File: src/rtl/fifo_drain_ctrl_if.sv
// Output stream of the FIFO drain controller: one word per valid/ready beat,
// with a last marker on the final word of a burst.
interface fifo_drain_ctrl_if #(
  parameter int unsigned DATA_WIDTH = 16
);
  logic [DATA_WIDTH-1:0] m_data;
  logic                  m_valid;
  logic                  m_ready;
  logic                  m_last;

  modport master (
    output m_data,
    output m_valid,
    output m_last,
    input  m_ready
  );

  modport slave (
    input  m_data,
    input  m_valid,
    input  m_last,
    output m_ready
  );
endinterface

File: src/rtl/fifo_drain_ctrl.sv
// Read-side controller for fifo_mem: pops words into a one-entry output
// register and streams them out in fixed-length bursts or as a full flush.
// Never pops while the FIFO reports empty.
module fifo_drain_ctrl #(
  parameter int unsigned DATA_WIDTH = 16,
  parameter int unsigned BURST_LEN  = 8,
  parameter int unsigned CNT_WIDTH  = 16
) (
  input  logic                  clk_in,
  input  logic                  areset,
  input  logic                  enable,
  input  logic                  flush_req,
  input  logic [DATA_WIDTH-1:0] fifo_data_out,
  input  logic                  fifo_empty_ind,
  input  logic                  fifo_threshold_ind,
  output logic                  fifo_trans_read,
  fifo_drain_ctrl_if.master     m_if,
  output logic                  busy,
  output logic                  flush_done,
  output logic [CNT_WIDTH-1:0]  word_count
);

  localparam int unsigned REM_W = $clog2(BURST_LEN + 1);
  localparam logic [REM_W-1:0] BURST_LOAD = REM_W'(BURST_LEN);

  typedef enum logic [1:0] {IDLE, BURST, FLUSH} state_t;

  state_t           state_q, state_d;
  logic [REM_W-1:0] remaining_q;
  logic             flush_pend_q, flush_pend_d;
  logic             handshake;
  logic             flush_exit;

  // Next-state, pending-flush bookkeeping and the combinational pop strobe
  always_comb begin
    state_d      = state_q;
    flush_pend_d = flush_pend_q;
    flush_exit   = 1'b0;
    handshake    = m_if.m_valid & m_if.m_ready;
    fifo_trans_read = ((state_q == BURST && remaining_q != '0) || state_q == FLUSH)
                      && !fifo_empty_ind && (!m_if.m_valid || m_if.m_ready);
    case (state_q)
      IDLE: begin
        if (flush_req || flush_pend_q) begin
          state_d      = FLUSH;
          flush_pend_d = 1'b0;
        end else if (enable && fifo_threshold_ind) begin
          state_d = BURST;
        end
      end
      BURST: begin
        if (flush_req) flush_pend_d = 1'b1;
        if (handshake && m_if.m_last) state_d = IDLE;
      end
      FLUSH: begin
        if (fifo_empty_ind && (!m_if.m_valid || handshake)) begin
          state_d    = IDLE;
          flush_exit = 1'b1;
        end
      end
      default: state_d = IDLE;
    endcase
  end

  // State and pending-flush registers
  always_ff @(posedge clk_in or posedge areset) begin
    if (areset) begin
      state_q      <= IDLE;
      flush_pend_q <= 1'b0;
    end else begin
      state_q      <= state_d;
      flush_pend_q <= flush_pend_d;
    end
  end

  // Output register, burst word countdown, accepted-word counter, flush pulse
  always_ff @(posedge clk_in or posedge areset) begin
    if (areset) begin
      m_if.m_data  <= '0;
      m_if.m_valid <= 1'b0;
      m_if.m_last  <= 1'b0;
      remaining_q  <= '0;
      flush_done   <= 1'b0;
      word_count   <= '0;
    end else begin
      flush_done <= flush_exit;
      if (handshake) word_count <= word_count + CNT_WIDTH'(1);
      if (state_q == IDLE && state_d == BURST) begin
        remaining_q <= BURST_LOAD;
      end else if (fifo_trans_read && state_q == BURST) begin
        remaining_q <= remaining_q - REM_W'(1);
      end
      if (fifo_trans_read) begin
        m_if.m_data  <= fifo_data_out;
        m_if.m_valid <= 1'b1;
        m_if.m_last  <= (state_q == BURST) && (remaining_q == REM_W'(1));
      end else if (handshake) begin
        m_if.m_valid <= 1'b0;
        m_if.m_last  <= 1'b0;
      end
    end
  end

  assign busy = (state_q != IDLE) || m_if.m_valid;

  // The FIFO must never be popped while empty
  a_no_empty_read: assert property (@(posedge clk_in) disable iff (areset)
    !(fifo_trans_read && fifo_empty_ind));

  // A stalled word holds its data and last marker until accepted
  a_stall_stable: assert property (@(posedge clk_in) disable iff (areset)
    (m_if.m_valid && !m_if.m_ready) |=>
      (m_if.m_valid && $stable(m_if.m_data) && $stable(m_if.m_last)));

  // The last beat of a burst only leaves once all BURST_LEN words were popped
  a_burst_len: assert property (@(posedge clk_in) disable iff (areset)
    (handshake && m_if.m_last) |-> (state_q == BURST && remaining_q == '0));

endmodule

File: src/flat_wrapper.sv
// flat-port wrapper written by rule: the top's interface ports become plain ports
module fifo_drain_ctrl_flat 
#(
  parameter int unsigned DATA_WIDTH = 16,
  parameter int unsigned BURST_LEN  = 8,
  parameter int unsigned CNT_WIDTH  = 16
)
  (clk_in, areset, enable, flush_req, fifo_data_out, fifo_empty_ind, fifo_threshold_ind, fifo_trans_read, busy, flush_done, word_count, m_if_m_data, m_if_m_valid, m_if_m_last, m_if_m_ready);
  fifo_drain_ctrl_if #(.DATA_WIDTH(DATA_WIDTH)) m_if_i ();
  input  logic clk_in;
  input  logic areset;
  input  logic enable;
  input  logic flush_req;
  input  logic [DATA_WIDTH-1:0] fifo_data_out;
  input  logic fifo_empty_ind;
  input  logic fifo_threshold_ind;
  output logic fifo_trans_read;
  output logic busy;
  output logic flush_done;
  output logic [CNT_WIDTH-1:0] word_count;
  output wire logic [$bits(m_if_i.m_data)-1:0] m_if_m_data;
  output wire logic [$bits(m_if_i.m_valid)-1:0] m_if_m_valid;
  output wire logic [$bits(m_if_i.m_last)-1:0] m_if_m_last;
  input wire logic [$bits(m_if_i.m_ready)-1:0] m_if_m_ready;
  assign m_if_m_data = m_if_i.m_data;
  assign m_if_m_valid = m_if_i.m_valid;
  assign m_if_m_last = m_if_i.m_last;
  assign m_if_i.m_ready = m_if_m_ready;
  fifo_drain_ctrl #(.DATA_WIDTH(DATA_WIDTH), .BURST_LEN(BURST_LEN), .CNT_WIDTH(CNT_WIDTH)) u_core (.clk_in(clk_in), .areset(areset), .enable(enable), .flush_req(flush_req), .fifo_data_out(fifo_data_out), .fifo_empty_ind(fifo_empty_ind), .fifo_threshold_ind(fifo_threshold_ind), .fifo_trans_read(fifo_trans_read), .m_if(m_if_i), .busy(busy), .flush_done(flush_done), .word_count(word_count));
endmodule
File: config.mk
export PLATFORM = sky130hd
export DESIGN_NAME = fifo_drain_ctrl_flat
export DESIGN_NICKNAME = d
export VERILOG_FILES = /design/src/rtl/fifo_drain_ctrl_if.sv /design/src/rtl/fifo_drain_ctrl.sv /design/src/flat_wrapper.sv
export SDC_FILE = /design/constraint.sdc
export NUM_CORES = 1
export LEC_CHECK = 0
export ABC_AREA = 1
export ABC_CLOCK_PERIOD_IN_PS = 2300
export BUFFER_PORTS_ARGS = -buffer_cell sky130_fd_sc_hd__buf_2
export CORE_ASPECT_RATIO = 1.2
export CORE_MARGIN = 2
export CORE_UTILIZATION = 51
export CTS_CLUSTER_SIZE = 40
export DETAILED_ROUTE_END_ITERATION = 10
export PLACE_DENSITY = 0.84
export SKIP_CTS_REPAIR_TIMING = 1
export SYNTH_ARGS = -nofsm -noshare
export SYNTH_HDL_FRONTEND = slang
export SYNTH_SLANG_ARGS = --single-unit
File: constraint.sdc
create_clock -name clk_in -period 2.3 [get_ports clk_in]
set_clock_uncertainty 0.15 [all_clocks]
set_input_delay 0.46 -clock clk_in [delete_from_list [all_inputs] [get_ports clk_in]]
set_output_delay 0.46 -clock clk_in [all_outputs]
set_load 0.01 [all_outputs]
==> impl_metrics.csv, run 1 <==
group,metric,value,unit
outcome,status,"finished, final reports clean",
global_route,grt_util_met3,0.0321,
synth,syn_nets,265,
synth,synthSimpleGateAreaFrac,0.320,
worst_setup_path,cp-end-kind,"output pin",
layout,final_area,2450,sq um
synth,synth_compound_area_frac,0.0189,
clock_network,cts.sinks,42,
synth,synth_area,1990,sq um
power_and_ir_drop,p_sw_frac,0.394,
global_route,grtUsageTotal,0.208,
layout,nFillCells,339,
clock_network,tritoncts,"yes",
job,maxCapViolCount,0,
timing,hold_slack,0.125,ns
worst_setup_path,cp.required,1.69,ns
timing,setup_violations,0,
synth,syn_area_per_cell,8.31,sq um
placement,dp_cells,349,
global_route,grt_util_met1,0.264,
synth,ys_ff_latch,42,
timing,period_share,0.935,
placement,dpl-instance-area,2340,sq um
global_route,grt_pass1_vias,1651,
timing,clock.fmax,465,MHz
synth,synth.distinct_cells,24,
route,antenna_left,0,
global_route,grt_max_degree,43,
worst_setup_path,r2r_start,"u_core.m_if.m_valid",
min_path,hp-class,"in2async",
floorplan,coreArea,3690,sq um
power_and_ir_drop,pwr-share-seq,0.437,
clock_network,clockBufferDepth,2,
worst_setup_path,crit_path_start_kind,"register",
clock_network,clockRootBuffer,"clkbuf_8",
synth,synth_mux_area_frac,0,
timing,tightest_slew,0.503,ns
layout,final_layout_size_suffix_gt1_frac,0.254,
synth,postSynthCellCount,239,
synth,synth_top_family_by_area,"simple AND/OR/NAND/NOR gates",
floorplan,dieArea,4410,sq um
power_and_ir_drop,pwr-share-comb,0.387,
power_and_ir_drop,power_frac_clock,0.176,
floorplan,initial_utilization,0.538,
clock_network,htree_levels,2,
power_and_ir_drop,internal_power,1.62,mW
placement,hpwl,2950,microns
placement,place_congestion,0.868,
synth,synth_xor_area_frac,0.0573,
worst_setup_path,worstPathMaxFanout,18,
worst_setup_path,worst-r2r-cell-count,6,
global_route,overflow,0,
synth,synth_top_area_frac,0.529,
route,drcViolationCount,0,
timing,slew_viol_final,0,
route,drtIter0Drc,86,
layout,final_cells,359,
global_route,top_usage_layer,"met2",
timing,min_period,2.15,ns
power_and_ir_drop,vdd_ir_drop_max,692,uV
route,first_pass_iters,4,
synth,yosysSeqAreaShare,0.529,
layout,nets,332,
clock_network,worstSkewPairLatency,0.29,ns
timing,rsz0062_at_grt,"no",
power_and_ir_drop,power.switching,1.05,mW
synth,synth_area_leaders,"dfrtp_1 53%, nand2_1 19%, inv_1 4.0%",
floorplan,dieHeight,72.4,microns
synth,yosys.area.top_type,"dfrtp_1",
timing,relSlewSlack,0.664,
synth,synthAdderAreaFrac,0.0189,
global_route,grt.met2_usage,0.346,
route,viasPerCell,4.79,
global_route,antenna_found_initial,0,
clock_network,cts_buffers,5,
route,wl_per_cell,11.1,microns
synth,yosys_warnings,0,
floorplan,die_x,61.0,microns
worst_setup_path,cp.arrival,1.54,ns
layout,areaGrowthSynthToFinish,23.3,%
floorplan,rows,24,
timing,hold_viol,0,
clock_network,clkSlewWorstSetupHoldPaths,0.08,ns
worst_setup_path,path_class,"reg2out",
worst_setup_path,worstSetupStartpoint,"u_core.remaining_q[0]",
placement,port-buffer-count,59,
global_route,grt_pass1_wl,7000,microns
power_and_ir_drop,power_density,1090,nW/um^2
timing,finalSetupTns,0,ns
route,vias,1721,
floorplan,ios,60,
power_and_ir_drop,p_leak,1.39,nW
route,routed_wirelength,3970,microns
layout,diodes,0,
cell usage after synthesis (all sizes together):
library cell    n
ha              3
nor3            6
nand3          11
o211ai          1
xnor2           7
xor2            6
or2             2
nand2         102
nand3b          4
inv            23
o21ai           5
buf             3
nand4           4
a21oi           1
nor2           19
dfrtp          42
final timing paths:
path | slack [ns] | endpoint
max | 0.15 | fifo_trans_read
max in group asynchronous | 1.53 | u_core.remaining_q[2]
min reg2reg | 0.33 | u_core.m_if.m_data[6]
min | 0.12 | u_core.m_if.m_data[2]
min in group clk_in | 0.20 | u_core.m_if.m_data[12]
max reg2reg | 0.62 | u_core.word_count[9]
cell families after synthesis:
family | after synthesis
buffers and inverters | 26
DFF | 42
adders and majority gates | 3
and+or+nand+nor | 148
xor gates and xnor gates | 13
AOI/OAI and AO/OA | 7
sequential cells by signal, indices dropped and copies added (netlist names):
register / flops
u_core.flush_pend_q: 1
u_core.remaining_q: 4
u_core.word_count: 16
u_core.m_if.m_last: 1
u_core.m_if.m_data: 16
u_core.flush_done: 1
u_core.state_q: 2
u_core.m_if.m_valid: 1
power groups by stage:
stage / clock, mW / combinational, mW / sequential [mW]
final: 0.471 / 1.03 / 1.17
after global placement: 0 / 0.987 / 1.18
after floorplan: 0 / 0.583 / 1.25
after detailed placement: 0 / 1.02 / 1.17
after CTS: 0.487 / 1.02 / 1.17
after global routing: 0.514 / 1.19 / 1.20
metal layers:
metal  up-vias  wire (microns)
li1        871               -
met5         -               0
met1       789            1700
met2        54            1970
met4         0              73
met3         7             222
final cells by class:
type / count / area, sq um / share of cell area
clock buffers: 5 / 68.8 / 0.0281
clock inverters: 3 / 21.3 / 0.00869
inverters: 23 / 91.3 / 0.0373
multi-input cells: 171 / 825 / 0.337
flip-flops and latches: 42 / 1050 / 0.429
well taps: 52 / 65.1 / 0.0266
repair buffers: 63 / 325 / 0.133
placed cells by master, fill, tap and decap left out, types with 3 or more instances in the layout:
cell type	count
buf_2	59
ha_1	3
xnor2_1	7
clkbuf_8	5
buf_4	4
o21ai_0	5
xor2_1	6
nor3_1	6
inv_1	21
nor2_1	18
dfrtp_1	42
nand3b_1	4
nand4_1	3
nand3_1	10
nand2_1	101
worst max-delay path, cell delays in order, from the launching register on:
cell	delay, ns
dfrtp_1	0.38
inv_1	0.07
ha_1	0.23
nand2_1	0.07
nand2_1	0.05
nand2_2	0.08
nand3_4	0.09
inv_6	0.13
buf_2	0.15
stage by stage:
stage | power (mW) | utilization | worst slack [ns]
after floorplan | 1.83 | - | 0.502
after global placement | 2.16 | 0.633 | 0.448
after detailed placement | 2.19 | 0.633 | 0.375
after CTS | 2.68 | 0.658 | 0.0495
after global routing | 2.91 | 0.663 | 0.0301
final | 2.67 | 0.663 | 0.149
(Power assumes the default switching activity.)
==> run 2, diff against run 1 <==
--- a/config.mk
+++ b/config.mk
@@ -5,12 +5,13 @@
 export SDC_FILE = /design/constraint.sdc
 export NUM_CORES = 1
 export LEC_CHECK = 0
-export ABC_AREA = 1
+export ABC_AREA = 0
 export ABC_CLOCK_PERIOD_IN_PS = 2300
 export BUFFER_PORTS_ARGS = -buffer_cell sky130_fd_sc_hd__buf_2
 export CORE_ASPECT_RATIO = 1.2
 export CORE_MARGIN = 2
-export CORE_UTILIZATION = 51
+export CORE_UTILIZATION = 50
+export CTS_CLUSTER_DIAMETER = 60
 export CTS_CLUSTER_SIZE = 40
 export DETAILED_ROUTE_END_ITERATION = 10
 export PLACE_DENSITY = 0.84
==> run 2 against run 1 <==
Power rose by 2.1%. First-iteration DRC count fell by 20%. Non-clock buffer count rose by 1. Combinational power barely moved. Fmax fell by 2.0%. Die area fell by 3.3%. Core utilization fell by 1.4 points. Clock-buffer cell count did not move. Critical path type unchanged. Final cell count fell by 25%. Critical path depth fell by 4.
==> impl_metrics.csv, run 2 <==
group,metric,value,unit
synth,synth_area,1880,sq um
timing,slew_viol_final,0,
power_and_ir_drop,pwr-share-seq,0.440,
worst_setup_path,rr_endpoint,"u_core.remaining_q[1]",
worst_setup_path,r2r_slack,0.29,ns
timing,relSlewSlack,0.630,
layout,final_common_cell,"buf_2",
synth,synth_edf_count,0,
floorplan,dieHeight,71.2,microns
worst_setup_path,cpMaxStageDelayCell,"dfrtp_1",
timing,period_share,0.954,
clock_network,worstSkewPairLatency,0.30,ns
synth,synth.distinct_cells,32,
route,routed_wirelength,3620,microns
route,drtIter0Drc,69,
synth,synth.most_common_cell,"dfrtp_1",
timing,tightest_slew,0.550,ns
worst_setup_path,cp.required,1.69,ns
global_route,grt_pass1_wl,6290,microns
layout,reg.largest.list,"u_core.m_if.m_data: 16 flops, u_core.word_count: 16 flops, u_core.remaining_q: 4 flops",
timing,finalSetupTns,0,ns
route,drcViolationCount,0,
worst_setup_path,path_class,"reg2out",
layout,areaGrowthSynthToFinish,25.4,%
route,viasPerCell,5.00,
layout,final_cell_mix,"59 x buf_2, 42 x dfrtp_1, 14 x xnor2_1, 12 x nor2_1, 11 x nand3_1",
worst_setup_path,crit_path_start_kind,"register",
clock_network,cts_buffers,5,
layout,diodes,0,
clock_network,clockBufferDepth,2,
floorplan,coreArea,3630,sq um
outcome,status,"finished, final reports clean",
worst_setup_path,worstPathMaxFanout,8,
worst_setup_path,cp_cell_sequence,"nand2b_4 > a211o_1 > a21oi_4 > buf_2",
synth,yosysSeqAreaShare,0.559,
route,wl_per_cell,13.4,microns
synth,yosys.area.top_type,"dfrtp_1",
global_route,overflow,0,
global_route,grtUsageTotal,0.196,
worst_setup_path,r2r_start,"u_core.remaining_q[0]",
power_and_ir_drop,pwr-share-comb,0.382,
floorplan,dieArea,4270,sq um
floorplan,initial_utilization,0.517,
floorplan,die_x,60.0,microns
synth,ys_ff_latch,42,
power_and_ir_drop,power.switching,959,uW
synth,synth_top_area_frac,0.559,
clock_network,tritoncts,"yes",
route,first_pass_iters,4,
clock_network,htree_levels,2,
power_and_ir_drop,vdd_ir_drop_max,618,uV
worst_setup_path,cp-end-kind,"output pin",
floorplan,ios,60,
clock_network,clockRootBuffer,"clkbuf_8",
global_route,antenna_found_initial,0,
placement,hpwl,2700,microns
placement,port-buffer-count,59,
power_and_ir_drop,internal_power,1.77,mW
worst_setup_path,worst-r2r-cell-count,6,
layout,final_layout_size_suffix_gt1_frac,0.429,
synth,syn_area_per_cell,12.7,sq um
clock_network,clkSlewWorstSetupHoldPaths,0.09,ns
worst_setup_path,worstSetupStartpoint,"u_core.state_q[1]",
layout,nets,244,
worst_setup_path,cp.arrival,1.58,ns
min_path,hp-class,"in2async",
job,maxCapViolCount,0,
power_and_ir_drop,p_leak,1.18,nW
timing,setup_violations,0,
placement,place_congestion,0.787,
clock_network,cts.sinks,42,
timing,min_period,2.19,ns
synth,postSynthCellCount,148,
synth,synth_ff_type,"dfrtp_1",
worst_setup_path,max_stage_delay,0.47,ns
power_and_ir_drop,power_frac_clock,0.178,
timing,hold_viol,0,
power_and_ir_drop,p_sw_frac,0.352,
global_route,grt_max_degree,25,
synth,synth_area_leaders,"dfrtp_1 56%, xnor2_1 6.5%, mux2_4 6.4%",
timing,clock.fmax,456,MHz
power_and_ir_drop,total_power,2.73,mW
layout,seq_area,1050,sq um
power_and_ir_drop,power_density,1160,nW/um^2
worst_setup_path,cp-endpoint,"fifo_trans_read",
route,vias,1355,
synth,synthTopCellsByCount,"42 x dfrtp_1, 14 x xnor2_1, 12 x nor2_1",
timing,rsz0062_at_grt,"no",
route,antenna_left,0,
layout,nFillCells,300,
synth,yosys_warnings,0,
global_route,grt_pass1_vias,1444,
layout,multi_input_area,788,sq um
floorplan,rows,24,
synth,synth-async-reset-ratio,1.00,
timing,hold_slack,0.0302,ns
synth,syn_nets,174,
## run 2: cell types whose count changed after synthesis, sizes merged, moves of 3 or more
cell	before	now
o21ai	5	1
inv	23	7
nand2b	0	4
mux2i	0	3
xor2	6	2
nand3b	4	0
nor3	6	3
xnor2	7	14
mux2	0	17
nand2	102	7
nor2	19	12
## run 2: layout make-up
class	count	share of cell area
Multi-Input combinational cell	98	0.335
Inverter	7	0.0112
Clock inverter	3	0.0101
Timing Repair Buffer	64	0.141
Clock buffer	5	0.0292
Sequential cell	42	0.446
Tap cell	52	0.0276
## run 2: how the worst min path moves through the flow
stage                               start                    end  slack (ns)
global placement    u_core.word_count[15]  u_core.word_count[15]        0.31
CTS                                areset  u_core.word_count[11]        0.04
global route                       areset  u_core.word_count[10]        0.05
floorplan             u_core.flush_pend_q    u_core.flush_pend_q        0.34
finish                             areset  u_core.word_count[10]        0.03
detailed placement  u_core.word_count[15]  u_core.word_count[15]        0.31
## run 2: critical path: cells and delay by family, from the launching register on
kind	cells	cell delay [ns]
DFF	1	0.47
buffers and inverters	1	0.16
and+or+nand+nor	1	0.20
AOI/OAI and AO/OA	2	0.47
## run 2: cell families (layout without fill, tap and decap cells)
kind of cell / count (synthesis) / count (layout) / synth area share
AOI/OAI and AO/OA: 10 / 10 / 0.0459
buffers and inverters: 8 / 79 / 0.0246
and+or+nand+nor: 49 / 49 / 0.142
adders and majority gates: 3 / 3 / 0.0200
muxes: 20 / 20 / 0.134
DFF: 42 / 42 / 0.559
xor gates and xnor gates: 16 / 16 / 0.0746
## run 2: power by group through the flow
stage | registers (mW) | logic [mW] | clock network (mW)
final | 1.20 | 1.04 | 0.485
after global routing | 1.24 | 1.15 | 0.537
after CTS | 1.20 | 1.05 | 0.498
after detailed placement | 1.20 | 1.05 | 0
after global placement | 1.19 | 1.02 | 0
after floorplan | 1.29 | 0.594 | 0
## run 2: per-stage QoR
stage               instances  instance area, sq um   util  setup WS (ns)
detailed placement        263                  2260  0.621          0.262
CTS                       271                  2350  0.647         0.0946
finish                    271                  2360  0.648          0.106
global route              271                  2360  0.648         0.0420
global placement          263                  2260  0.621          0.301
floorplan                 148                  1880      -          0.317
## run 2: routing by layer
layer / share of wire / track usage / up-vias
met3: 0.056 / 0.0548 / 6
met4: 0.020 / 0.0790 / 0
met1: 0.42 / 0.230 / 650
met2: 0.50 / 0.330 / 49
li1: - / - / 650
met5: 0 / 0 / -
